[config.mk]
export PLATFORM = sky130hd
export DESIGN_NAME = keccak_padder_multi
export DESIGN_NICKNAME = d
export VERILOG_FILES = /design/src/rtl/keccak_pkg.sv /design/src/rtl/keccak_pad_word.sv /design/src/rtl/keccak_padder_multi.sv
export SDC_FILE = /design/constraint.sdc
export NUM_CORES = 2
export LEC_CHECK = 0
export BUFFER_PORTS_ARGS = -buffer_cell sky130_fd_sc_hd__buf_2
export CAP_MARGIN = 20
export CORE_AREA = 2 2 560 562
export CTS_BUF_LIST = sky130_fd_sc_hd__clkbuf_2 sky130_fd_sc_hd__clkbuf_4 sky130_fd_sc_hd__clkbuf_8
export DETAILED_ROUTE_END_ITERATION = 16
export DIE_AREA = 0 0 562 564
export SYNTH_ARGS = -nofsm -noshare
export SYNTH_HDL_FRONTEND = slang
export SYNTH_SLANG_ARGS = --single-unit
[constraint.sdc]
create_clock -name clk -period 98.4 [get_ports clk]
set_input_delay 9.84 -clock clk [delete_from_list [all_inputs] [get_ports clk]]
set_output_delay 9.84 -clock clk [all_outputs]
set_load 0.1 [all_outputs]
[src/rtl/keccak_pkg.sv]
// keccak_pkg: mode encoding, padding constants, FSM state type and the
// rate / domain-byte lookups shared by the Keccak padders.
package keccak_pkg;

  localparam logic [1:0] MODE_SHA3_256 = 2'd0;
  localparam logic [1:0] MODE_SHA3_512 = 2'd1;
  localparam logic [1:0] MODE_SHAKE128 = 2'd2;
  localparam logic [1:0] MODE_SHAKE256 = 2'd3;

  localparam logic [7:0] PAD_FINAL = 8'h80;
  localparam logic [7:0] DOM_SHA3  = 8'h06;
  localparam logic [7:0] DOM_SHAKE = 8'h1F;

  typedef enum logic [1:0] {
    ST_ACCEPT = 2'd0,
    ST_FILL   = 2'd1,
    ST_EMIT   = 2'd2
  } pad_state_e;

  // Rate in bits for each mode.
  function automatic int unsigned rate_bits(input logic [1:0] mode);
    case (mode)
      MODE_SHA3_512: return 576;
      MODE_SHAKE128: return 1344;
      default:       return 1088;
    endcase
  endfunction

  function automatic logic [7:0] dom_byte(input logic [1:0] mode);
    return ((mode == MODE_SHAKE128) || (mode == MODE_SHAKE256)) ? DOM_SHAKE : DOM_SHA3;
  endfunction

endpackage

[src/rtl/keccak_pad_word.sv]
// keccak_pad_word: keeps the first nbytes bytes of a word, places the domain
// byte right after them and zeroes the rest; nbytes == IN_W/8 passes the word through.
module keccak_pad_word #(
  parameter int unsigned IN_W = 64
) (
  input  logic [IN_W-1:0]         word_i,
  input  logic [$clog2(IN_W/8):0] nbytes_i,
  input  logic [7:0]              dom_i,
  output logic [IN_W-1:0]         padded_c_o
);

  localparam int unsigned BPW  = IN_W / 8;
  localparam int unsigned NB_W = $clog2(BPW) + 1;

  always_comb begin
    padded_c_o = '0;
    for (int unsigned b = 0; b < BPW; b++) begin
      if (NB_W'(b) < nbytes_i) begin
        padded_c_o[IN_W-1-8*b -: 8] = word_i[IN_W-1-8*b -: 8];
      end else if (NB_W'(b) == nbytes_i) begin
        padded_c_o[IN_W-1-8*b -: 8] = dom_i;
      end
    end
  end

endmodule

[src/rtl/keccak_padder_multi.sv]
// keccak_padder_multi: packs IN_W-bit words into one rate block and applies pad10*1
// for SHA3-256/512 and SHAKE128/256. Define KECCAK_PADDER_ERR_EN for the sticky err output.
module keccak_padder_multi
  import keccak_pkg::*;
#(
  parameter int unsigned IN_W     = 64,
  parameter int unsigned MAX_RATE = 1344
) (
  input  logic                    clk,
  input  logic                    reset,
  input  logic [1:0]              mode,
  input  logic [IN_W-1:0]         in_data,
  input  logic [$clog2(IN_W/8):0] in_bytes,
  input  logic                    in_last,
  input  logic                    in_valid,
  output logic                    in_ready,
  output logic [MAX_RATE-1:0]     out_block,
  output logic                    out_last,
  output logic                    out_valid,
  input  logic                    out_ready
`ifdef KECCAK_PADDER_ERR_EN
  ,
  output logic                    err
`endif
);

  localparam int unsigned BPW       = IN_W / 8;
  localparam int unsigned NB_W      = $clog2(BPW) + 1;
  localparam int unsigned MAX_WORDS = MAX_RATE / IN_W;
  localparam int unsigned CNT_W     = $clog2(MAX_WORDS + 1);

  pad_state_e          state_q, state_d;
  logic [CNT_W-1:0]    cnt_q, cnt_d;
  logic [MAX_RATE-1:0] buf_q, buf_d;
  logic [1:0]          mode_q, mode_d;
  logic                active_q, active_d;
  logic                pad_pend_q, pad_pend_d;
  logic                in_ready_q, in_ready_d;
  logic                out_valid_q, out_valid_d;
  logic                out_last_q, out_last_d;

  logic [1:0]          mode_sel;
  logic [CNT_W-1:0]    rate_words;
  logic [7:0]          dom;
  logic [NB_W-1:0]     nbytes;
  logic                in_full;
  logic                last_slot;
  logic                accept;
  logic [IN_W-1:0]     pw_word;
  logic [NB_W-1:0]     pw_nbytes;
  logic [7:0]          pw_dom;
  logic [IN_W-1:0]     pw_out;
  logic                wr_en;
  logic                pad_fin;
  logic [IN_W-1:0]     wr_word;

  // The live mode applies only to the first word; afterwards the latched one rules.
  assign mode_sel   = active_q ? mode_q : mode;
  assign rate_words = CNT_W'(rate_bits(mode_sel) / IN_W);
  assign dom        = dom_byte(mode_sel);
  assign nbytes     = (in_bytes > NB_W'(BPW)) ? NB_W'(BPW) : in_bytes;
  assign in_full    = (nbytes == NB_W'(BPW));
  assign last_slot  = ((cnt_q + CNT_W'(1)) == rate_words);
  assign accept     = (state_q == ST_ACCEPT) && in_valid && in_ready_q;

  // Word padder input mux: message words in ACCEPT, domain/zero words in FILL.
  always_comb begin
    pw_word   = '0;
    pw_nbytes = '0;
    pw_dom    = 8'h00;
    if (state_q == ST_ACCEPT) begin
      pw_word   = in_data;
      pw_nbytes = in_last ? nbytes : NB_W'(BPW);
      pw_dom    = dom;
    end else if (pad_pend_q) begin
      pw_dom = dom;
    end
  end

  keccak_pad_word #(.IN_W(IN_W)) u_pad_word (
    .word_i     (pw_word),
    .nbytes_i   (pw_nbytes),
    .dom_i      (pw_dom),
    .padded_c_o (pw_out)
  );

  always_ff @(posedge clk or posedge reset) begin
    if (reset) state_q <= ST_ACCEPT;
    else       state_q <= state_d;
  end

  always_comb begin
    state_d    = state_q;
    cnt_d      = cnt_q;
    buf_d      = buf_q;
    mode_d     = mode_q;
    active_d   = active_q;
    pad_pend_d = pad_pend_q;
    out_last_d = out_last_q;
    wr_en      = 1'b0;
    pad_fin    = 1'b0;

    unique case (state_q)
      ST_ACCEPT: begin
        if (accept) begin
          wr_en = 1'b1;
          cnt_d = cnt_q + CNT_W'(1);
          if (!active_q) begin
            mode_d   = mode;
            active_d = 1'b1;
          end
          if (in_last && in_full) pad_pend_d = 1'b1;
          if (last_slot) begin
            // A short final word in the last slot closes the block right here.
            state_d    = ST_EMIT;
            pad_fin    = in_last && !in_full;
            out_last_d = in_last && !in_full;
          end else if (in_last) begin
            state_d = ST_FILL;
          end
        end
      end
      ST_FILL: begin
        wr_en      = 1'b1;
        cnt_d      = cnt_q + CNT_W'(1);
        pad_pend_d = 1'b0;
        if (last_slot) begin
          state_d    = ST_EMIT;
          pad_fin    = 1'b1;
          out_last_d = 1'b1;
        end
      end
      ST_EMIT: begin
        if (out_ready) begin
          cnt_d      = '0;
          buf_d      = '0;
          out_last_d = 1'b0;
          if (pad_pend_q) begin
            state_d = ST_FILL;
          end else begin
            state_d = ST_ACCEPT;
            if (out_last_q) active_d = 1'b0;
          end
        end
      end
      default: state_d = ST_ACCEPT;
    endcase

    wr_word = pw_out;
    if (pad_fin) wr_word[7:0] = wr_word[7:0] | PAD_FINAL;

    for (int unsigned i = 0; i < MAX_WORDS; i++) begin
      if (wr_en && (cnt_q == CNT_W'(i))) buf_d[MAX_RATE-1-i*IN_W -: IN_W] = wr_word;
    end
  end

  assign in_ready_d  = (state_d == ST_ACCEPT);
  assign out_valid_d = (state_d == ST_EMIT);

  always_ff @(posedge clk or posedge reset) begin
    if (reset) begin
      cnt_q       <= '0;
      buf_q       <= '0;
      mode_q      <= '0;
      active_q    <= 1'b0;
      pad_pend_q  <= 1'b0;
      in_ready_q  <= 1'b0;
      out_valid_q <= 1'b0;
      out_last_q  <= 1'b0;
    end else begin
      cnt_q       <= cnt_d;
      buf_q       <= buf_d;
      mode_q      <= mode_d;
      active_q    <= active_d;
      pad_pend_q  <= pad_pend_d;
      in_ready_q  <= in_ready_d;
      out_valid_q <= out_valid_d;
      out_last_q  <= out_last_d;
    end
  end

  assign in_ready  = in_ready_q;
  assign out_block = buf_q;
  assign out_last  = out_last_q;
  assign out_valid = out_valid_q;

`ifdef KECCAK_PADDER_ERR_EN
  logic err_q, err_d;

  // Sticky: oversized final byte count, or mode wobbling mid-message.
  assign err_d = err_q
               | (in_valid & in_last & (in_bytes > NB_W'(BPW)))
               | (active_q & (mode != mode_q));

  always_ff @(posedge clk or posedge reset) begin
    if (reset) err_q <= 1'b0;
    else       err_q <= err_d;
  end

  assign err = err_q;
`endif

endmodule
# After elaboration in Yosys (flattened, before gate mapping)
# Index checks and enable logic that the tools add are counted.
# op_classes
n_addsub,1
n_lt_le_gt_ge,9
eq_ne,42
mux,78
n_reduce_logical,102
# ops
cell,n
1344-bit two-way mux,2
64-bit two-way mux,22
2-bit nonzero test,44
8-bit two-way mux,9
5-bit two-way mux,13
2-bit AND reduction,22
5-bit by 4-bit == test with 1-bit output (second input constant),8
5-bit == test (second input constant),5
1-bit logical AND,25
11-bit case mux with 2 select lines,1
5-bit by 3-bit == test with 1-bit output (second input constant),4
3-bit by 4-bit == test with 1-bit output (first input constant),4
3-bit by 4-bit less-than comparator with 1-bit output (first input constant),4
1-bit two-way mux,15
5-bit case mux with 3 select lines,1
2-bit two-way mux,6
4-bit two-way mux,3
2-bit != test (second input constant),6
5-bit by 2-bit == test with 1-bit output (second input constant),2
5-bit AND reduction,2
2-bit == test (second input constant),4
2-bit by 4-bit == test with 1-bit output (first input constant),2
1-bit by 4-bit less-than comparator with 1-bit output (first input constant),2
2-bit by 4-bit less-than comparator with 1-bit output (first input constant),2
18 further kinds,24
# word_totals
ff_bits,1358
input_bits,75
out_inout_bits,1347
word_cells,261

# Depth between registers and ports, before layout
# depth
depth_word,10
mapped_depth,12
depth_no_buf,8

# Hierarchy
# From an unflattened synthesis, not the netlist that was laid out.
# unflattened
cells_unflattened,6341
hier_area_um2,55734.7
# modules_own_cells
mod,instances,cells_per_inst,area_each_um2,seq_area_each_um2
keccak_padder_multi,1,6150,54478.5,33982.6
keccak_pad_word,1,191,1256.2,0.0

# Least setup slack after synthesis
# OpenSTA, ideal clock, no wires.
# synth_path
path_type,input port to flip-flop
from,input in_valid
to,"register buf_q[582], in the netlist out_block[582]"
setup_ps,133
t_arrival_ps,11192
t_required_ps,98267
path_slack_ps,87075
cell_stages,9
path_buffers,3
cell_sequence,and3_1 buf_4 o21ai_1 nor3b_1 nand2_1 buf_2 buf_1 nand3_1 o21ai_0
# synth_via
elab_chain_cells,7
word_cells_on_any_way,9
classes_between,mux (3); reduce/logical (6)
# synth_rtl
item,line,text
from (decl),keccak_padder_multi.sv:15,"input logic in_valid,"
1-bit logical AND * (2 in series),keccak_padder_multi.sv:64,assign accept = (state_q == ST_ACCEPT) && in_valid && in_ready_q;
1-bit two-way mux *,keccak_padder_multi.sv:105,if (accept) begin
1-bit case mux with 2 select lines *,keccak_padder_multi.sv:103,unique case (state_q)
1-bit logical AND *,keccak_padder_multi.sv:153,if (wr_en && (cnt_q == CNT_W'(i))) buf_d[MAX_RATE-1-i*IN_W -: IN_W] = wr_word;
2-bit nonzero test (no line),--,
2-bit AND reduction (no line),--,
to (signal assigned),keccak_padder_multi.sv:172,buf_q <= buf_d;
to (decl),keccak_padder_multi.sv:34,"logic [MAX_RATE-1:0] buf_q, buf_d;"
# Every way passes the cells marked *; elsewhere a longest branch is shown, timed or not.
# A chain may end at the register's enable or synchronous reset.

# Worst setup path in the final report
# layout_path
from,input out_ready
to,"register buf_q[558], in the netlist out_block[558]"
# layout_via
elab_chain_cells,2
# layout_rtl
item,line,text
from (decl),keccak_padder_multi.sv:20,input logic out_ready
2-bit nonzero test (no line),--,
2-bit AND reduction (no line),--,
# No other way between the ends.

==> flow_summary.yaml <==
detailed_routing:
  postRouteAntennaNets: 0
  vias_per_cell: 4.25
  first_pass_iters: 5
  dr_total_vias: 44247
  drc: 0
  drt_iter0_markers: 4308
  drt_wl_total_microns: 232000
  wl_per_cell_microns: 22.3
yosys:
  synth_flop_cell: "dfrtp_1"
  yosysTopAreaCellShare_pct: 66.3
  yosysSeqAreaShare_pct: 66.3
  yosys-top-cells-area: "dfrtp_1 (66%), nand3_1 (13%), o21ai_0 (13%)"
  synthesis.nets: 4966
  synth_most_common_cell: "dfrtp_1"
  netlist.top_cell.by_area: "dfrtp_1"
  synth.lib_cells_used.distinct: 47
  synth_cells: 4882
  yosys-top-cells-count: "dfrtp_1 (1358), nand3_1 (1354), o21ai_0 (1353)"
  syn_avg_cell_area_sq_um: 10.5
  async_reset_ff_share_pct: 100
  syn_area_sq_um: 51300
  ys_seq_elements: 1358
  yosys_warnings: 0
  synth_edf_count: 0
clock_network:
  insertion_delay_ns: 1.00
  cts_tree: "yes"
  cts_hold_buf: 0
  clkTransAtPathRegs_ns: 0.05
  cts_max_level: 4
  cts_buffers: 228
  cts.sinks: 1358
  postCtsSetupRepairBufs: 0
  cts_root_buffer: "clkbuf_8"
  cts_repair_resize_count: 0
  clock_path_buffers: 4
global_route:
  antenna_found_initial: 53
  grt_pass1_wl_microns: 318000
  overflow: 0
  track_usage_pct: 13.8
  grt_pass1_vias: 41075
  grt_max_degree: 168
placed_design:
  portBuffers: 1421
  gp_congestion: 0.774
  dp_hpwl_microns: 159000
die:
  dieArea_sq_um: 317000
  rows: 205
  core_sq_um: 311000
  start_util_pct: 16.5
  num_io_pins: 1422
  die_h_microns: 564
  die-width_microns: 562
finish:
  syn_to_final_growth_pct: 32.4
  drive_gt1_share_pct: 33.1
  final_nets: 6132
setup_path:
  crit_buf_inv: 9
  r2r_cells: 13
  crit_family: "buffers and inverters"
  worstReg2RegStart: "state_q[0]"
  required_ns: 99.25
  max_stage_delay_ns: 0.88
  rrSetupSlack_ns: 90.53
  cp-start-kind: "input pin"
  crit_path_top_delay_cell: "buf_4"
  path_class: "input pin to flip-flop"
  crit_path_end: "out_block[558]"
  crit_top_cell: "buf_4"
  timing.rr.end: "out_block[558]"
  cp_cell_sequence: "buf_2 > nand2_4 > buf_4 > buf_4 > buf_4 > buf_4 > buf_4 > buf_4 > buf_16 > buf_4 > nand3_1 > o21ai_0"
  startpoint: "out_ready"
  cp-end-kind: "flip-flop"
  worstPathArrival_ns: 16.75
  crit_fanout: 95
  crit_cells: 12
sta:
  tightest_slew_ns: 1.19
  finalHoldViolCount: 0
  fmax_ghz: 0.0629
  setup_violations: 0
  final_max_slew_viol_count: 0
  period_share_pct: 16.2
  rsz0062_at_grt: "no"
  relSlewSlack_pct: 20.6
  clock-skew-final_ns: 0.102
  min_period_ns: 15.90
  tns_ns: 0
run_status:
  outcome: "finished clean"
job:
  max-cap-violations: 0
min_path:
  hp-class: "flip-flop to flip-flop"
placed cells by master (no fill, tap or decap), types with 3 or more instances in the layout:
master	synthesis	final
o21ai_2	20	20
nor2_1	17	17
nand2_1	79	28
diode_2	0	42
a21oi_4	0	14
ha_1	9	8
buf_12	2	6
bufinv_16	0	6
and2_0	5	5
nand2b_1	6	6
nor3_1	6	5
clkinv_2	0	17
xnor2_1	3	3
dfrtp_1	1358	1358
inv_8	0	5
nand3_1	1354	1352
o21ai_0	1353	1341
nand2_2	0	28
o21a_2	0	3
buf_2	42	1421
buf_4	23	97
inv_1	8	7
a21oi_1	30	16
nand2_4	0	23
o21ai_4	0	12
clkbuf_4	0	82
clkinv_8	0	3
clkbuf_8	0	293
nor3b_1	3	3
registers in the layout (all words and copies together) (netlist names):
register	flops
out_last	1
out_block	1344
in_ready	1
active_q	1
state_q	2
pad_pend_q	1
out_valid	1
mode_q	2
cnt_q	5
layout make-up:
| cell class | instances | area (sq um) |
|---|---|---|
| Inverter | 8 | 37.5 |
| Sequential cell | 1358 | 34000 |
| Clock buffer | 375 | 4650 |
| Fill cell | 33863 | 243000 |
| Antenna cell | 42 | 105 |
| Timing Repair Buffer | 1526 | 8020 |
| Tap cell | 4140 | 5180 |
| Clock inverter | 37 | 465 |
| Multi-Input combinational cell | 2926 | 15500 |
worst register-to-register path: cells and delay by family, from the launching register on:
kind	cells	cell delay [ns]
buffers and inverters	9	5.83
and+or+nand+nor	2	0.97
DFF	1	0.45
adders and majority gates	1	0.34
AOI/OAI and AO/OA	1	0.13
layer usage:
metal | global-route usage, % | part of all wire (%) | up-vias
li1 | - | - | 19617
met1 | 17.6 | 41 | 21868
met2 | 21.2 | 44 | 2295
met3 | 4.52 | 10 | 463
met4 | 6.00 | 4.4 | 4
met5 | 0 | 0.0091 | -
stage by stage:
stage	utilization [%]	setup slack, ns	hold slack (ns)	instances	instance area, sq um
2_1_floorplan	-	50.27	0.449	4882	51300
4_1_cts	21.8	82.51	0.486	10368	67700
3_3_place_gp	20.1	81.34	0.467	9955	62600
6_report	21.8	82.50	0.485	10412	67900
5_1_grt	21.8	82.22	0.509	10377	67800
3_5_place_dp	20.1	81.36	0.475	9956	62600
worst min path at each step:
stage	startpoint	to	slack [ns]	depth (start not counted)
floorplan	cnt_q[4]	cnt_q[4]	0.45	2
global placement	mode_q[0]	mode_q[0]	0.47	2
detailed placement	cnt_q[4]	cnt_q[4]	0.47	2
CTS	cnt_q[4]	cnt_q[4]	0.49	2
global route	out_block[242]	out_block[242]	0.51	2
finish	cnt_q[4]	cnt_q[4]	0.48	2
logic make-up after synthesis:
logic type,share of synthesized area (%)
fa+ha+maj,0.220
xor+xnor,0.0512
mux,0.120
simple gates,14.4
buf+inv,4.74
compound gates,14.2
flops,66.3
Power is left out: the tool's default activity adds up to more than one toggle a clock period on the data nets, which glitch-free logic cannot reach.
